File: src/rtl/id_ex.sv
// -----------------------------------------------------------------------------
// id_ex -- decode-to-execute pipeline register with a one-entry skid buffer.
//
// Purpose:
//   Carries one decoded instruction (ALU op, result select, two operands,
//   destination register and write enable) from decode to execute using a
//   valid/ready handshake on both sides. A main slot drives the ex_* outputs.
//   A skid slot catches the instruction accepted in the cycle that execute
//   stalls, which lets id_ready be a plain register. Flush drops everything
//   held. A saturating counter records how many cycles execute applied
//   back-pressure to a valid instruction.
//
// Ports:
//   clk        in   1   rising-edge clock
//   rst        in   1   synchronous, active-high reset
//   id_valid   in   1   decode presents an instruction
//   id_ready   out  1   this block can accept an instruction (registered)
//   id_aluop   in   8   ALU operation code
//   id_alusel  in   3   ALU result-select code
//   id_reg1    in  32   source operand 1
//   id_reg2    in  32   source operand 2
//   id_wd      in   5   destination register address
//   id_wreg    in   1   destination write enable
//   flush      in   1   discard all held instructions
//   ex_valid   out  1   execute-side instruction valid
//   ex_ready   in   1   execute consumes the instruction this cycle
//   ex_aluop   out  8   registered ALU operation code (NOP when invalid)
//   ex_alusel  out  3   registered result select (0 when invalid)
//   ex_reg1    out 32   registered operand 1 (0 when invalid)
//   ex_reg2    out 32   registered operand 2 (0 when invalid)
//   ex_wd      out  5   registered destination address (0 when invalid)
//   ex_wreg    out  1   registered write enable (0 when invalid)
//   stall_cnt  out 16   saturating count of back-pressured cycles
// -----------------------------------------------------------------------------
module id_ex (
    input  logic        clk,
    input  logic        rst,
    input  logic        id_valid,
    output logic        id_ready,
    input  logic [7:0]  id_aluop,
    input  logic [2:0]  id_alusel,
    input  logic [31:0] id_reg1,
    input  logic [31:0] id_reg2,
    input  logic [4:0]  id_wd,
    input  logic        id_wreg,
    input  logic        flush,
    output logic        ex_valid,
    input  logic        ex_ready,
    output logic [7:0]  ex_aluop,
    output logic [2:0]  ex_alusel,
    output logic [31:0] ex_reg1,
    output logic [31:0] ex_reg2,
    output logic [4:0]  ex_wd,
    output logic        ex_wreg,
    output logic [15:0] stall_cnt
);

    // One instruction's worth of payload.
    typedef struct packed {
        logic [7:0]  aluop;
        logic [2:0]  alusel;
        logic [31:0] reg1;
        logic [31:0] reg2;
        logic [4:0]  wd;
        logic        wreg;
    } slot_t;

    // All-zero payload doubles as the NOP presented when nothing is valid.
    localparam slot_t NOP_SLOT = '0;

    slot_t       incoming;
    slot_t       main_q;
    slot_t       main_d;
    slot_t       skid_q;
    slot_t       skid_d;
    logic        main_valid_q;
    logic        main_valid_d;
    logic        skid_valid_q;
    logic        skid_valid_d;
    logic        id_ready_q;
    logic        id_ready_d;
    logic [15:0] stall_cnt_q;
    logic [15:0] stall_cnt_d;

    logic        accept;
    logic        consume;
    logic        stalled;

    assign incoming = {id_aluop, id_alusel, id_reg1, id_reg2, id_wd, id_wreg};

    assign accept   = id_valid && id_ready_q;
    assign consume  = main_valid_q && ex_ready;
    assign stalled  = main_valid_q && !ex_ready;

    // Next-state logic for both slots, the ready flag and the stall counter.
    // The main slot's payload is forced to NOP whenever it goes invalid, so
    // the outputs can be driven straight from the register.
    always_comb begin
        main_d       = main_q;
        main_valid_d = main_valid_q;
        skid_d       = skid_q;
        skid_valid_d = skid_valid_q;

        // Counting continues through flushes; only reset clears it.
        if (stalled && (stall_cnt_q != 16'hFFFF)) begin
            stall_cnt_d = stall_cnt_q + 16'd1;
        end else begin
            stall_cnt_d = stall_cnt_q;
        end

        if (flush) begin
            main_d       = NOP_SLOT;
            main_valid_d = 1'b0;
            skid_valid_d = 1'b0;
        end else if (!main_valid_q || consume) begin
            // Main slot is free at this edge. The skid entry is older than
            // anything on the input, and id_ready is low while it is full,
            // so an accept cannot collide with the skid refill.
            if (skid_valid_q) begin
                main_d       = skid_q;
                main_valid_d = 1'b1;
                skid_valid_d = 1'b0;
            end else if (accept) begin
                main_d       = incoming;
                main_valid_d = 1'b1;
            end else begin
                main_d       = NOP_SLOT;
                main_valid_d = 1'b0;
            end
        end else if (accept) begin
            // Main is held by a stalled execute stage; park the newcomer.
            skid_d       = incoming;
            skid_valid_d = 1'b1;
        end

        id_ready_d = !skid_valid_d;
    end

    // State registers with synchronous reset taking priority over all else.
    always_ff @(posedge clk) begin
        if (rst) begin
            main_q       <= NOP_SLOT;
            main_valid_q <= 1'b0;
            skid_q       <= NOP_SLOT;
            skid_valid_q <= 1'b0;
            id_ready_q   <= 1'b1;
            stall_cnt_q  <= 16'h0000;
        end else begin
            main_q       <= main_d;
            main_valid_q <= main_valid_d;
            skid_q       <= skid_d;
            skid_valid_q <= skid_valid_d;
            id_ready_q   <= id_ready_d;
            stall_cnt_q  <= stall_cnt_d;
        end
    end

    assign id_ready  = id_ready_q;
    assign ex_valid  = main_valid_q;
    assign ex_aluop  = main_q.aluop;
    assign ex_alusel = main_q.alusel;
    assign ex_reg1   = main_q.reg1;
    assign ex_reg2   = main_q.reg2;
    assign ex_wd     = main_q.wd;
    assign ex_wreg   = main_q.wreg;
    assign stall_cnt = stall_cnt_q;

endmodule

File: config.mk
export PLATFORM = sky130hd
export DESIGN_NAME = id_ex
export DESIGN_NICKNAME = d
export VERILOG_FILES = /design/src/rtl/id_ex.sv
export SDC_FILE = /design/constraint.sdc
export NUM_CORES = 1
export LEC_CHECK = 0
export CORE_MARGIN = 2
export CORE_UTILIZATION = 30
export DETAILED_ROUTE_END_ITERATION = 8
export SYNTH_ARGS = -nofsm -noshare
export SYNTH_HDL_FRONTEND = slang
export SYNTH_SLANG_ARGS = --single-unit
File: constraint.sdc
create_clock -name clk -period 2.5 [get_ports clk]
set_clock_uncertainty 0.05 [all_clocks]
set_input_delay 0.5 -clock clk [delete_from_list [all_inputs] [get_ports clk]]
set_output_delay 0.5 -clock clk [all_outputs]
set_load 0.005 [all_outputs]
==> reports/qor.txt, run 1 <==
worst path cell trace - clkdlybuf4s50_1
clock tree sinks - 181
net count after synthesis - 915
routed via count - 6509
Mapped Area - 0.00693 mm²
number of placement rows - 55
aggregate global-route resource usage - 17.4%
FF+latch count, synth - 181
grt ovf - 0
final hold violation count - 0
critical-path cell with the highest stage delay - sky130_fd_sc_hd__clkdlybuf4s50_1
dominant cells by area after synthesis - sky130_fd_sc_hd__dfxtp_1 (52%), sky130_fd_sc_hd__a221oi_1 (10%), sky130_fd_sc_hd__nand2_1 (9.3%)
Post-Route Hold Slack - 0.406 ns
remaining antenna violation count - 0
via-per-instance ratio - 5.13
Slew headroom - 59.1%
worst-margin pin slew - 0.613 ns
clock root buffer - sky130_fd_sc_hd__clkbuf_16
# resized after CTS - 0
total die area - 0.0243 mm²
die width - 156 µm
worst min-delay path category - register to register
portion of the clock cycle consumed by the worst path in the final layout - 80.6%
routed length per placed instance - 16.3 µm
Post-Synthesis Cells - 828
most area-hungry cell type in the Yosys netlist - sky130_fd_sc_hd__dfxtp_1
final setup violating endpoints - 0
unrepaired setup endpoints after global routing - false
Pre-Repair DR Iteration Count - 5
Final TNS setup - 0 ns
largest fanout on the critical path - 7
fraction of registers with async set/reset - 0%
total wire length after detailed routing - 20700 µm
maximum ir drop on the vdd rail - 0.000387 V
detailed-placement wirelength estimate - 12500 µm
IO Pins - 185
number of antenna diodes - 0
required time reported for the critical path endpoint - 1.95 ns
initial antenna violation count - 0
maximum clock insertion buffer count - 2
R2R Path Start - stall_cnt[3]$_SDFFE_PP0P_
post-synthesis cell type count - 38
CTS tree - built
final slew viol count - 0
Crit Path Class - register to primary output
ratio of cells with drive above 1 in the final layout - 6.40%
Routability Congestion - 0.713
1st-iter DRT viols - 244
first-pass GRT wire length - 33600 µm
kind of cell adding the most delay to the critical path - buffers and inverters
maximum capacitance violations - 0
number of buffers inserted by port buffering - 184
outcome - finished, final reports clean
area delta synth->final - 39.1%
Residual DRC - 0
launch point of the worst hold path - skid_q[46]$_SDFFE_PP0P_
type of element capturing the critical path - primary output
share of the synthesized area in the top cell type - 52.3%
clock period minus worst slack - 2.01 ns
arrival time reported for the critical path endpoint - 1.46 ns
starting density of the core - 30.6%
ratio of total power to cell area - 657 mW/mm²
maximum achievable frequency - 497 MHz
fraction of the yosys area taken by sequential cells - 52.3%
pin count of the biggest net entering global routing - 83
Clk Latency, worst-skew pair - 0.43 ns
nets - 1059
maximum level of the CTS H-tree - 4
Floorplan Core Area - 0.0226 mm²
Synth warnings - 0
vias in the first global route - 6322
cts bufs inserted - 17
clock slew seen by the registers of the worst setup and hold paths - 0.08 ns
count leader, synth - sky130_fd_sc_hd__dfxtp_1
most frequent cells after synthesis - sky130_fd_sc_hd__dfxtp_1 (181), sky130_fd_sc_hd__nand2_1 (172), sky130_fd_sc_hd__a21oi_1 (93)
Crit path buffers/inverters - 1
# hold bufs at CTS - 0
vertical die dimension - 156 µm
prevailing post-synth register cell - sky130_fd_sc_hd__dfxtp_1
worst setup path startpoint - stall_cnt[7]$_SDFFE_PP0P_
Critical Path Source Type - register
number of enable flip-flop cells after synthesis - 0
number of buffers added for setup after CTS - 0
maximum single-stage delay on the critical path - 0.57 ns
leakage power of the design - 3.40 nW
mean instance size in the synthesized netlist - 8.36 µm²
cell type report:
type	instances	area [µm²]
sequential	181	3630
fill	2241	13000
inverter	3	11.3
clock inverter	12	164
tap	285	357
timing repair buffer	199	2000
multi-input combinational	570	3020
clock buffer	20	447
cells by family after synthesis:
family	count (synthesis)	synth area share (%)
AO/OA/AOI/OAI	186	18.3
multiplexers	6	0.957
AND/OR/NAND/NOR	377	23.9
flip-flops	181	52.3
buffers and inverters	77	4.39
adder cells (fa/ha/maj)	1	0.181
per-layer routing:
metal  vias up  share of wire (%)  GRT usage, %
li1       3215                  -             -
met1      3105                 46          23.1
met2       173                 47          28.0
met3        16                5.9          4.31
met4         0                1.2          5.02
met5         -                  0             0
through the flow:
step	power [W]	setup slack (ns)	instance area, µm²	instances	util (%)
4_1_cts	0.00641	0.475	9630	1270	42.5
3_5_place_dp	0.00357	0.216	9020	1238	39.8
6_report	0.00633	0.486	9630	1270	42.5
2_1_floorplan	0.00324	0.736	6930	828	-
5_1_grt	0.00657	0.412	9630	1270	42.5
3_3_place_gp	0.00357	0.255	9020	1238	39.8
sequential cells by signal, indices dropped and copies added (netlist names):
name,count
ex_aluop,8
ex_alusel,3
ex_reg1,32
ex_reg2,32
ex_valid,1
ex_wd,5
ex_wreg,1
id_ready,1
skid_q,81
skid_valid_q,1
stall_cnt,16
cell usage in the layout, fill, tap and decap left out, types with 2 or more instances in the layout:
cell,count
sky130_fd_sc_hd__clkinv_2,2
sky130_fd_sc_hd__clkbuf_16,17
sky130_fd_sc_hd__nor2_1,87
sky130_fd_sc_hd__nor2b_1,5
sky130_fd_sc_hd__and2_1,3
sky130_fd_sc_hd__a221oi_1,81
sky130_fd_sc_hd__and4_1,3
sky130_fd_sc_hd__nor3_1,84
sky130_fd_sc_hd__buf_4,12
sky130_fd_sc_hd__or4_1,3
sky130_fd_sc_hd__o21ai_0,2
sky130_fd_sc_hd__clkbuf_1,2
sky130_fd_sc_hd__inv_1,3
sky130_fd_sc_hd__a21oi_1,93
sky130_fd_sc_hd__bufinv_16,3
sky130_fd_sc_hd__inv_6,4
sky130_fd_sc_hd__clkdlybuf4s50_1,183
sky130_fd_sc_hd__o41ai_1,2
sky130_fd_sc_hd__nand4_1,3
sky130_fd_sc_hd__dfxtp_1,180
sky130_fd_sc_hd__nand2_1,172
sky130_fd_sc_hd__mux2_2,5
sky130_fd_sc_hd__clkinv_4,2
sky130_fd_sc_hd__o31ai_1,3
sky130_fd_sc_hd__buf_12,4
sky130_fd_sc_hd__or3_1,4
power breakdown:
group          leakage, nW  internal, W  total [W]  switching (W)
sequential            1.47      0.00294    0.00297      0.0000324
combinational         1.63     0.000286   0.000531       0.000245
clock                0.302      0.00162    0.00283        0.00120
path summary, 6_finish.rpt:
path / endpoint / depth (start not counted) / slack, ns
max reg2reg: stall_cnt[14]$_SDFFE_PP0P_ / 4 / 0.70
min reg2reg: skid_q[46]$_SDFFE_PP0P_ / 2 / 0.41
min: skid_q[46]$_SDFFE_PP0P_ / 2 / 0.41
max: stall_cnt[7] / 1 / 0.49
No activity file was read; power rests on OpenSTA's default activity.
==> inputs of run 2 (changes only) <==
clock period = 1.79 ns   (was 2.5 ns; I/O delays follow)
==> run 2 against run 1 <==
Net effect: register-to-register slack worse by 0.60 ns; global-route usage is 0.34 points lower; non-clock buffer count is 24 higher; core utilization is 1.4 points higher; cell area is 3.4% higher; critical endpoint is now id_ready; largest cell class unchanged.
==> reports/qor.txt, run 2 (synthesized netlist as in run 1, its figures left out) <==
outcome - finished, final reports clean (unchanged)
Pint - 0.00689 W (was 0.00485 W)
maximum achievable frequency - 576 MHz
detailed-placement wirelength estimate - 12800 µm (was 12500 µm)
Residual DRC - 0 (unchanged)
nets - 1083 (was 1059)
Crit Path Class - register to primary output (unchanged)
Clock Power Share - 44.8% (was 44.7%)
1st-iter DRT viols - 340 (was 244)
switching pwr - 0.00200 W (was 0.00148 W)
pin count of the biggest net entering global routing - 49 (was 83)
most used cells in the layout excluding fill and tap cells - sky130_fd_sc_hd__nand2_1 (172), sky130_fd_sc_hd__clkdlybuf4s50_1 (172), sky130_fd_sc_hd__dfxtp_1 (168), sky130_fd_sc_hd__a21oi_1 (93), sky130_fd_sc_hd__nor2_1 (87) (was sky130_fd_sc_hd__clkdlybuf4s50_1 (183), sky130_fd_sc_hd__dfxtp_1 (180), sky130_fd_sc_hd__nand2_1 (172), sky130_fd_sc_hd__a21oi_1 (93), sky130_fd_sc_hd__nor2_1 (87))
number of flip-flops under the largest register name - 81 (unchanged)
final setup violating endpoints - 0 (unchanged)
required time reported for the critical path endpoint - 1.38 ns (was 1.95 ns)
unrepaired setup endpoints after global routing - false (unchanged)
type of element capturing the critical path - primary output (unchanged)
Pre-Repair DR Iteration Count - 5 (unchanged)
kind of cell adding the most delay to the critical path - buffers and inverters (unchanged)
aggregate global-route resource usage - 17.0% (was 17.4%)
remaining antenna violation count - 0 (unchanged)
final hold violation count - 0 (unchanged)
clock slew seen by the registers of the worst setup and hold paths - 0.07 ns (was 0.08 ns)
worst min-delay path category - primary input to register (was register to register)
routed length per placed instance - 15.9 µm (was 16.3 µm)
clock root buffer - sky130_fd_sc_hd__clkbuf_16 (unchanged)
Crit path buffers/inverters - 1 (unchanged)
total die area - 0.0243 mm² (unchanged)
maximum capacitance violations - 0 (unchanged)
ratio of cells with drive above 1 in the final layout - 10.1% (was 6.40%)
grt ovf - 0 (unchanged)
number of placement rows - 55 (unchanged)
critical-path cell with the highest stage delay - sky130_fd_sc_hd__clkdlybuf4s50_1 (unchanged)
initial antenna violation count - 0 (unchanged)
leakage power of the design - 3.63 nW (was 3.40 nW)
Floorplan Core Area - 0.0226 mm² (unchanged)
Logic pwr share - 8.6% (was 8.4%)
largest reg by FF count - skid_q (unchanged)
ratio of total power to cell area - 893 mW/mm² (was 657 mW/mm²)
maximum level of the CTS H-tree - 4 (unchanged)
clock tree sinks - 181 (unchanged)
maximum ir drop on the vdd rail - 0.000489 V (was 0.000387 V)
clock period minus worst slack - 1.74 ns
vias in the first global route - 6339 (was 6322)
IO Pins - 185 (unchanged)
maximum single-stage delay on the critical path - 0.55 ns (was 0.57 ns)
routed via count - 6525 (was 6509)
number of buffers inserted by port buffering - 184 (unchanged)
die width - 156 µm (unchanged)
first-pass GRT wire length - 33300 µm (was 33600 µm)
final slew viol count - 0 (unchanged)
arrival time reported for the critical path endpoint - 1.33 ns (was 1.46 ns)
vertical die dimension - 156 µm (unchanged)
Slew headroom - 63.0% (was 59.1%)
sequential share of power - 46.6% (was 46.9%)
switching share of power - 22.5% (was 23.4%)
portion of the clock cycle consumed by the worst path in the final layout - 97.0%
maximum clock insertion buffer count - 2 (unchanged)
Overall Power - 0.00889 W (was 0.00633 W)
Clk Latency, worst-skew pair - 0.42 ns (was 0.43 ns)
largest fanout on the critical path - 3 (was 7)
Critical Path Source Type - register (unchanged)
via-per-instance ratio - 5.05 (was 5.13)
total wire length after detailed routing - 20500 µm (was 20700 µm)
starting density of the core - 30.6% (unchanged)
Routability Congestion - 0.723 (was 0.713)
Post-Route Hold Slack - 0.214 ns (was 0.406 ns)
cts bufs inserted - 17 (unchanged)
number of antenna diodes - 0 (unchanged)
CTS tree - built (unchanged)
worst-margin pin slew - 0.555 ns (was 0.613 ns)
area delta synth->final - 43.7% (was 39.1%)
worst path cell trace - clkdlybuf4s50_1 (unchanged)
-- run 2: cell types whose count changed in the layout (fill, tap and decap cells not counted), moves of 2 or more --
cell,change
sky130_fd_sc_hd__buf_12,+8
sky130_fd_sc_hd__buf_4,+14
sky130_fd_sc_hd__buf_6,+2
sky130_fd_sc_hd__clkdlybuf4s50_1,-11
sky130_fd_sc_hd__clkinvlp_4,+2
sky130_fd_sc_hd__dfxtp_1,-12
sky130_fd_sc_hd__dfxtp_2,+11
sky130_fd_sc_hd__dlygate4sd2_1,+10
sky130_fd_sc_hd__inv_6,-3
-- run 2: metal layers --
layer	global-route usage, %	wire length [µm]	share of wire, %	vias up
met2	27.7	9430	46	181
met1	22.8	9720	47	3074
met4	3.67	117	0.57	0
met5	0	0	0	-
li1	-	-	-	3263
met3	4.44	1250	6.1	7
-- run 2: final timing paths --
path / from / end / cells past startpoint / slack [ns]
hold / removal: rst / stall_cnt[14]$_SDFFE_PP0P_ / 2 / 0.21
hold reg to reg: skid_q[76]$_SDFFE_PP0P_ / skid_q[76]$_SDFFE_PP0P_ / 2 / 0.40
setup / recovery: id_ready$_SDFF_PP1_ / id_ready / 1 / 0.05
setup reg to reg: stall_cnt[1]$_SDFFE_PP0P_ / stall_cnt[13]$_SDFFE_PP0P_ / 5 / 0.10
-- run 2: layout make-up --
class | instances | area [µm²]
sequential | 181 | 3640
fill | 2236 | 12700
clock inverter | 10 | 144
inverter | 3 | 11.3
multi-input combinational | 570 | 3040
tap | 285 | 357
timing repair buffer | 223 | 2280
clock buffer | 21 | 482
-- run 2: through the flow --
stage | setup WS (ns) | setup TNS (ns) | utilization (%) | std cells | instance area, µm²
floorplan | 0.0262 | 0 | - | 828 | 6930
global placement | -0.282 | -35.75 | 41.1 | 1262 | 9300
detailed placement | -0.302 | -36.81 | 41.1 | 1262 | 9300
CTS | 0.00224 | 0 | 43.9 | 1293 | 9930
global route | 0.00217 | 0 | 44.0 | 1293 | 9950
finish | 0.0544 | 0 | 44.0 | 1293 | 9950
-- run 2: power by group through the flow --
stage / clock, W / combinational (W) / sequential [W]
finish: 0.00398 / 0.000765 / 0.00415
floorplan: 0 / 0.000287 / 0.00424
CTS: 0.00411 / 0.000777 / 0.00415
global placement: 0 / 0.000775 / 0.00424
global route: 0.00427 / 0.000836 / 0.00416
detailed placement: 0 / 0.000774 / 0.00424
-- run 2: what timing repair did --
item,in CTS,in global routing
resized for setup,20,9
endpoints found under the setup margin,13,10
setup buffers,0,0
hold buffers,0,0
endpoints found under the hold margin,0,0
